**config.mk**
```make
export PLATFORM = sky130hd
export DESIGN_NAME = pic_inta_sequencer
export DESIGN_NICKNAME = d
export VERILOG_FILES = /design/src/rtl/pic_inta_sequencer.sv
export SDC_FILE = /design/constraint.sdc
export NUM_CORES = 1
export LEC_CHECK = 0
export CAP_MARGIN = 10
export CORE_UTILIZATION = 42
export DETAILED_ROUTE_END_ITERATION = 10
export PLACE_DENSITY = 0.6
export SLEW_MARGIN = 30
export SYNTH_ARGS = -nofsm -noshare
export SYNTH_HDL_FRONTEND = slang
export SYNTH_SLANG_ARGS = --single-unit
```
**constraint.sdc**
```tcl
create_clock -name clk -period 8.53 [get_ports clk]
set_clock_uncertainty 0.15 [all_clocks]
set_input_delay 1.2795 -clock clk [delete_from_list [all_inputs] [get_ports clk]]
set_output_delay 1.2795 -clock clk [all_outputs]
set_load 0.1 [all_outputs]
```
**src/rtl/pic_inta_sequencer.sv**
```systemverilog
// Purpose : 8259 interrupt-acknowledge sequencer; priority resolve, ISR ownership, INTA handshake, EOI.
// Latency : request -> int_out 1 cycle; INTA fall -> ack1 1 cycle; INTA rise in VEC -> ack2 1 cycle.
// Backpress: none; the CPU paces the handshake through inta_n, with an abort if the 2nd pulse never comes.
//
// Ports:
//   clk, rst            clock, synchronous active-high reset
//   irr, imr            pending requests / mask (1 = masked)
//   inta_n              CPU acknowledge, active-low, already synchronised
//   aeoi                automatic-EOI mode
//   eoi_cmd             one-cycle EOI strobe, qualified by eoi_specific / eoi_level / rotate_on_eoi
//   vector_base         ICW2 T7..T3
//   int_out             interrupt request to the CPU
//   ack1, ack2          one-cycle strobes for the first / second INTA
//   clr_irr             one-hot pulse clearing the serviced IRR bit
//   isr                 in-service register
//   vector, vector_oe   {vector_base, level} and its drive enable
//   last_serviced_idx   level of the most recent ISR clear
//
// Optional build macro PIC_SPECIAL_MASK_EN adds input smm (special mask mode):
// in-service levels that are also masked in IMR stop blocking lower levels.
module pic_inta_sequencer #(
  parameter int unsigned INTA_TIMEOUT   = 255,
  parameter int unsigned SPURIOUS_LEVEL = 7
) (
  input  logic       clk,
  input  logic       rst,
`ifdef PIC_SPECIAL_MASK_EN
  input  logic       smm,
`endif
  input  logic [7:0] irr,
  input  logic [7:0] imr,
  input  logic       inta_n,
  input  logic       aeoi,
  input  logic       eoi_cmd,
  input  logic       eoi_specific,
  input  logic [2:0] eoi_level,
  input  logic       rotate_on_eoi,
  input  logic [4:0] vector_base,
  output logic       int_out,
  output logic       ack1,
  output logic       ack2,
  output logic [7:0] clr_irr,
  output logic [7:0] isr,
  output logic [7:0] vector,
  output logic       vector_oe,
  output logic [2:0] last_serviced_idx
);

  localparam int unsigned   TW       = (INTA_TIMEOUT > 1) ? $clog2(INTA_TIMEOUT) : 1;
  localparam logic [TW-1:0] TLAST    = TW'(INTA_TIMEOUT - 1);
  localparam logic [2:0]    SPUR_LVL = 3'(SPURIOUS_LEVEL);

  typedef enum logic [1:0] {IDLE, PEND, WAIT1, VEC} state_t;

  state_t        state;
  logic          prev;        // inta_n one cycle ago
  logic [2:0]    lowest;      // current lowest-priority level
  logic [2:0]    lvl;         // level latched at the first INTA
  logic          spur;        // current handshake is spurious
  logic          cnt_on;      // first pulse has ended, timeout running
  logic [TW-1:0] tcnt;
  logic          vec_oe_q;

  function automatic logic [7:0] bit_of(input logic [2:0] l);
    return 8'h01 << l;
  endfunction

  // ---------------------------------------------------------------
  // INTA edges
  // ---------------------------------------------------------------
  logic fall, rise;
  assign fall = prev & ~inta_n;
  assign rise = ~prev & inta_n;

  // ---------------------------------------------------------------
  // Rotated priority scan: scan_lvl[0] is the highest-priority level
  // ---------------------------------------------------------------
  logic [7:0] req;
  logic [7:0] nest;           // ISR bits that take part in nesting
  logic [2:0] scan_lvl [8];

  assign req = irr & ~imr;

`ifdef PIC_SPECIAL_MASK_EN
  assign nest = isr & ~(smm ? imr : 8'h00);
`else
  assign nest = isr;
`endif

  always_comb begin
    for (int i = 0; i < 8; i++) begin
      scan_lvl[i] = lowest + 3'(i + 1);
    end
  end

  logic       cand_vld, nest_vld, top_vld;
  logic [2:0] cand, cand_rank, nest_rank, top_lvl;
  logic       qual;

  always_comb begin
    cand_vld  = 1'b0;
    cand      = 3'd0;
    cand_rank = 3'd0;
    nest_vld  = 1'b0;
    nest_rank = 3'd0;
    top_vld   = 1'b0;
    top_lvl   = 3'd0;
    for (int i = 0; i < 8; i++) begin
      if (!cand_vld && req[scan_lvl[i]]) begin
        cand_vld  = 1'b1;
        cand      = scan_lvl[i];
        cand_rank = 3'(i);
      end
      if (!nest_vld && nest[scan_lvl[i]]) begin
        nest_vld  = 1'b1;
        nest_rank = 3'(i);
      end
      // Non-specific EOI always targets the real ISR, masked or not.
      if (!top_vld && isr[scan_lvl[i]]) begin
        top_vld = 1'b1;
        top_lvl = scan_lvl[i];
      end
    end
  end

  // Strictly higher than every nesting ISR bit.
  assign qual = cand_vld && (!nest_vld || (cand_rank < nest_rank));

  // ---------------------------------------------------------------
  // ISR set/clear sources
  // ---------------------------------------------------------------
  logic       eoi_hit;
  logic [2:0] eoi_lvl;
  logic [7:0] eoi_clr;

  always_comb begin
    eoi_hit = 1'b0;
    eoi_lvl = 3'd0;
    if (eoi_cmd) begin
      if (eoi_specific) begin
        eoi_hit = 1'b1;
        eoi_lvl = eoi_level;
      end else if (top_vld) begin
        eoi_hit = 1'b1;
        eoi_lvl = top_lvl;
      end
    end
    eoi_clr = eoi_hit ? bit_of(eoi_lvl) : 8'h00;
  end

  logic [7:0] fsm_set, fsm_clr;
  logic       aeoi_done;

  always_comb begin
    fsm_set   = 8'h00;
    fsm_clr   = 8'h00;
    aeoi_done = 1'b0;
    case (state)
      PEND: begin
        if (fall && qual) fsm_set = bit_of(cand);
      end
      WAIT1: begin
        // Abandoned handshake releases the level it had taken.
        if (cnt_on && !fall && (tcnt == TLAST) && !spur) fsm_clr = bit_of(lvl);
      end
      VEC: begin
        if (rise && aeoi && !spur) begin
          fsm_clr   = bit_of(lvl);
          aeoi_done = 1'b1;
        end
      end
      default: ;
    endcase
  end

  // ---------------------------------------------------------------
  // State machine and registered outputs
  // ---------------------------------------------------------------
  always_ff @(posedge clk) begin
    if (rst) begin
      state             <= IDLE;
      prev              <= 1'b1;
      lowest            <= 3'd7;
      lvl               <= 3'd0;
      spur              <= 1'b0;
      cnt_on            <= 1'b0;
      tcnt              <= '0;
      vec_oe_q          <= 1'b0;
      int_out           <= 1'b0;
      ack1              <= 1'b0;
      ack2              <= 1'b0;
      clr_irr           <= 8'h00;
      isr               <= 8'h00;
      vector            <= 8'h00;
      last_serviced_idx <= 3'd0;
    end else begin
      prev    <= inta_n;
      ack1    <= 1'b0;
      ack2    <= 1'b0;
      clr_irr <= 8'h00;

      // A set from ack1 overrides any clear of the same bit.
      isr <= (isr & ~eoi_clr & ~fsm_clr) | fsm_set;

      if (aeoi_done) begin
        last_serviced_idx <= lvl;
        if (rotate_on_eoi) lowest <= lvl;
      end
      // An explicit EOI command in the same cycle takes precedence for
      // the pointer and the last-serviced report.
      if (eoi_hit) begin
        last_serviced_idx <= eoi_lvl;
        if (rotate_on_eoi) lowest <= eoi_lvl;
      end

      case (state)
        IDLE: begin
          if (qual) begin
            state   <= PEND;
            int_out <= 1'b1;
          end
        end

        PEND: begin
          if (fall) begin
            int_out <= 1'b0;
            ack1    <= 1'b1;
            cnt_on  <= 1'b0;
            tcnt    <= '0;
            state   <= WAIT1;
            if (qual) begin
              lvl     <= cand;
              spur    <= 1'b0;
              clr_irr <= fsm_set;
            end else begin
              lvl  <= SPUR_LVL;
              spur <= 1'b1;
            end
          end else if (!qual) begin
            int_out <= 1'b0;
            state   <= IDLE;
          end
        end

        WAIT1: begin
          if (!cnt_on) begin
            if (rise) begin
              cnt_on <= 1'b1;
              tcnt   <= '0;
            end
          end else if (fall) begin
            state    <= VEC;
            vec_oe_q <= 1'b1;
            vector   <= {vector_base, lvl};
          end else if (tcnt == TLAST) begin
            state  <= IDLE;
            cnt_on <= 1'b0;
          end else begin
            tcnt <= tcnt + 1'b1;
          end
        end

        VEC: begin
          if (rise) begin
            ack2     <= 1'b1;
            vec_oe_q <= 1'b0;
            vector   <= 8'h00;
            state    <= IDLE;
          end
        end

        default: state <= IDLE;
      endcase
    end
  end

  // The vector bus must release in the very cycle reset is asserted.
  assign vector_oe = vec_oe_q & ~rst;

endmodule

```
==> out/metrics.csv <==
stage,metric,value,unit
setup_path,crit-path cells,clkdlybuf4s50_1 -> buf_4 -> nor2b_1 -> clkdlybuf4s50_1,
power_and_ir_drop,power per cell area,191,mW/mm^2
floorplanning,area inside the core boundary,0.00982,sq mm
floorplanning,initial core utilization,43.7,%
placement,port bufs,61,
detailed_routing,post-detailed-routing wire length,11700,um
yosys,mean instance size in the synthesized netlist,9.08,sq um
clock_tree,H-tree lvl count,2,
detailed_routing,DRT Pass-1 Iters,5,
timing,setup violation total in the final timing report,0,
clock_tree,Post-CTS Hold Fix Bufs,0,
setup_path,crit path buf inv count,3,
timing,unrepaired setup endpoints after global routing,false,
timing,final worst path period need,4670,ps
global_route,antenna violations before repair,0,
detailed_routing,per-cell routed wire length,18.2,um
setup_path,largest stage delay on the critical path,1160,ps
yosys,"Top FF cell, synth",dfxtp_1,
finish,number of nets in the finished design,549,
setup_path,"Largest delay share family, worst path",buffers and inverters,
yosys,total nets after synthesis,510,
finish,"leading cell types in the layout, fill and taps excluded","clkdlybuf4s50_1, dfxtp_1, nand2_1",
clock_tree,TritonCTS clock tree,done,
placement,dpl hpwl,8600,um
setup_path,Worst path most repeated cell,clkdlybuf4s50_1,
timing,final hold viol count,0,
clock_tree,worst-skew pair later-pin latency,300,ps
global_route,leftover overflow at the end of global routing,0,
timing,maximum operating frequency,0.214,GHz
hold_path,Worst Hold Class,reg -> reg,
setup_path,WP data arrival,3240,ps
global_route,All-Layer GR Usage,22.9,%
finish,n_diodes,0,
timing,relative slew slack,33.6,%
detailed_routing,number of DRC markers after the initial detailed-route iteration,156,
setup_path,path type of the worst setup path,in -> out,
clock_tree,total clock buffers created by CTS,5,
detailed_routing,remaining antenna violation count,0,
outcome,status,finished clean,
setup_path,startpoint class of the critical path,primary input,
global_route,wire length of the first global-routing pass,19000,um
timing,Least-Margin Pin Slew,994,ps
detailed_routing,per-cell via count in the routed design,6.02,
floorplanning,height of the die,103,um
finish,Area Overhead vs Synth,18.8,%
detailed_routing,vias post-DR,3886,
yosys,Netlist cell types,74,
detailed_routing,total DRC errors in the routed layout,0,
clock_tree,total clock sinks,50,
timing,accumulated negative setup slack,0,ps
job,count of maximum capacitance violations,0,
setup_path,maximum fanout along the worst path,30,
yosys,flop and latch count out of synthesis,50,
clock_tree,Max Root-Sink Buffers,2,
yosys,Synth Instances,473,
yosys,proportion of netlist area held by the largest area contributor,23.3,%
clock_tree,Clk Tree Root Cell,clkbuf_8,
floorplanning,IO Pins,62,
finish,most frequent standard cell in the layout excluding fill and tap cells,clkdlybuf4s50_1,
clock_tree,"Setup Fix Bufs, Post-CTS",0,
placement,Routability Congestion,0.871,
yosys,cell types occupying the most area after synthesis,"dfxtp_1, mux4_2, mux2i_1",
setup_path,CP max stage cell,clkdlybuf4s50_1,
finish,layout cell share with drive strength beyond 1,15.0,%
power_and_ir_drop,worst supply voltage drop on vdd,149,uV
yosys,most area-hungry cell type in the Yosys netlist,dfxtp_1,
setup_path,kind of end point of the critical path,output pin,
floorplanning,die extent in x,103,um
clock_tree,Post-CTS Resized,0,
clock_tree,clock edge transition at the registers on the reported setup and hold paths,90,ps
yosys,yosys warns,0,
yosys,portion of the post-synthesis area used by sequential elements,23.3,%
global_route,pin count of the biggest net entering global routing,31,
power_and_ir_drop,Static Leakage,1.87,nW
floorplanning,Cell Rows,36,
yosys,post-synth design cell area,0.00429,sq mm
timing,number of max-slew violations in the final report,0,
timing,Tcrit/Tclk final,54.8,%
floorplanning,floorplan die area,0.0106,sq mm
yosys,post-synthesis async set-or-reset flop share,0,%
setup_path,required time of the critical path,7100,ps
yosys,"EDFF count, synth",0,
power_and_ir_drop,Power Total,0.000975,W
global_route,via count of the first global-routing pass,3722,
## Yosys cell counts (10+ instances only)
library cell,count
dfxtp_1,50
nand2_1,37
mux2i_1,31
nor2_1,31
mux4_2,29
clkbuf_1,18
o31ai_1,18
a21oi_1,17
nand2b_1,17
nor3_1,17
o21ai_0,16
nor2b_1,14
mux2_2,12
a22o_1,10
## area by class of cell
| cell class | count | area [sq um] |
|---|---|---|
| clock buffers | 6 | 82.6 |
| clock inverters | 2 | 60.1 |
| fillers | 973 | 4720 |
| inverters | 12 | 47.5 |
| multi-input cells | 376 | 3090 |
| flip-flops and latches | 50 | 1000 |
| well taps | 133 | 166 |
| repair buffers | 67 | 656 |
## sequential cells by signal, summed over array words and instances (netlist names), 2 cells and up
register           count
clr_irr                8
isr                    8
tcnt                   8
vector                 8
last_serviced_idx      3
lowest                 3
lvl                    3
state                  2
## logic make-up (layout without fill, tap and decap cells)
| kind of cell | Yosys count | after routing | synth area share [%] |
|---|---|---|---|
| compound gates | 121 | 121 | 20.7 |
| xor+xnor | 11 | 11 | 2.24 |
| flops | 50 | 50 | 23.3 |
| mux | 74 | 74 | 26.4 |
| simple gates | 164 | 164 | 20.5 |
| fa+ha+maj | 6 | 6 | 1.75 |
| buf+inv | 47 | 87 | 5.10 |
## metrics by stage
step	worst slack, ps	cell area [sq um]	util (%)	instances	hold slack (ps)
finish	3860	5100	51.9	646	331
global route	3760	5100	51.9	646	355
CTS	3850	5090	51.9	646	335
detailed placement	3730	4950	50.4	638	303
global placement	3780	4940	50.4	638	306
floorplan	4110	4290	-	473	309
## path summary, 6_finish.rpt
| check | slack (ps) | from | endpoint | depth (start not counted) |
|---|---|---|---|---|
| worst min register to register | 330 | vector[2] | vector[2] | 1 |
| worst max-delay path | 3860 | rst | vector_oe | 4 |
| worst max register to register | 4010 | lowest[0] | lvl[1] | 14 |
| worst min-delay path | 330 | vector[2] | vector[2] | 1 |
## per-layer routing
metal / share of wire [%] / track usage (%)
met2: 47 / 37.9
met3: 6.3 / 2.78
met5: 0 / 0
met4: 1.7 / 6.83
met1: 45 / 31.2
## report_power, final
group	internal, W	switching (W)
Sequential	0.000253	0.0000325
Combinational	0.000177	0.000306
Clock	0.000125	0.0000814
Total	0.000555	0.000420
Note: power is estimated with default switching activity, not from simulation.
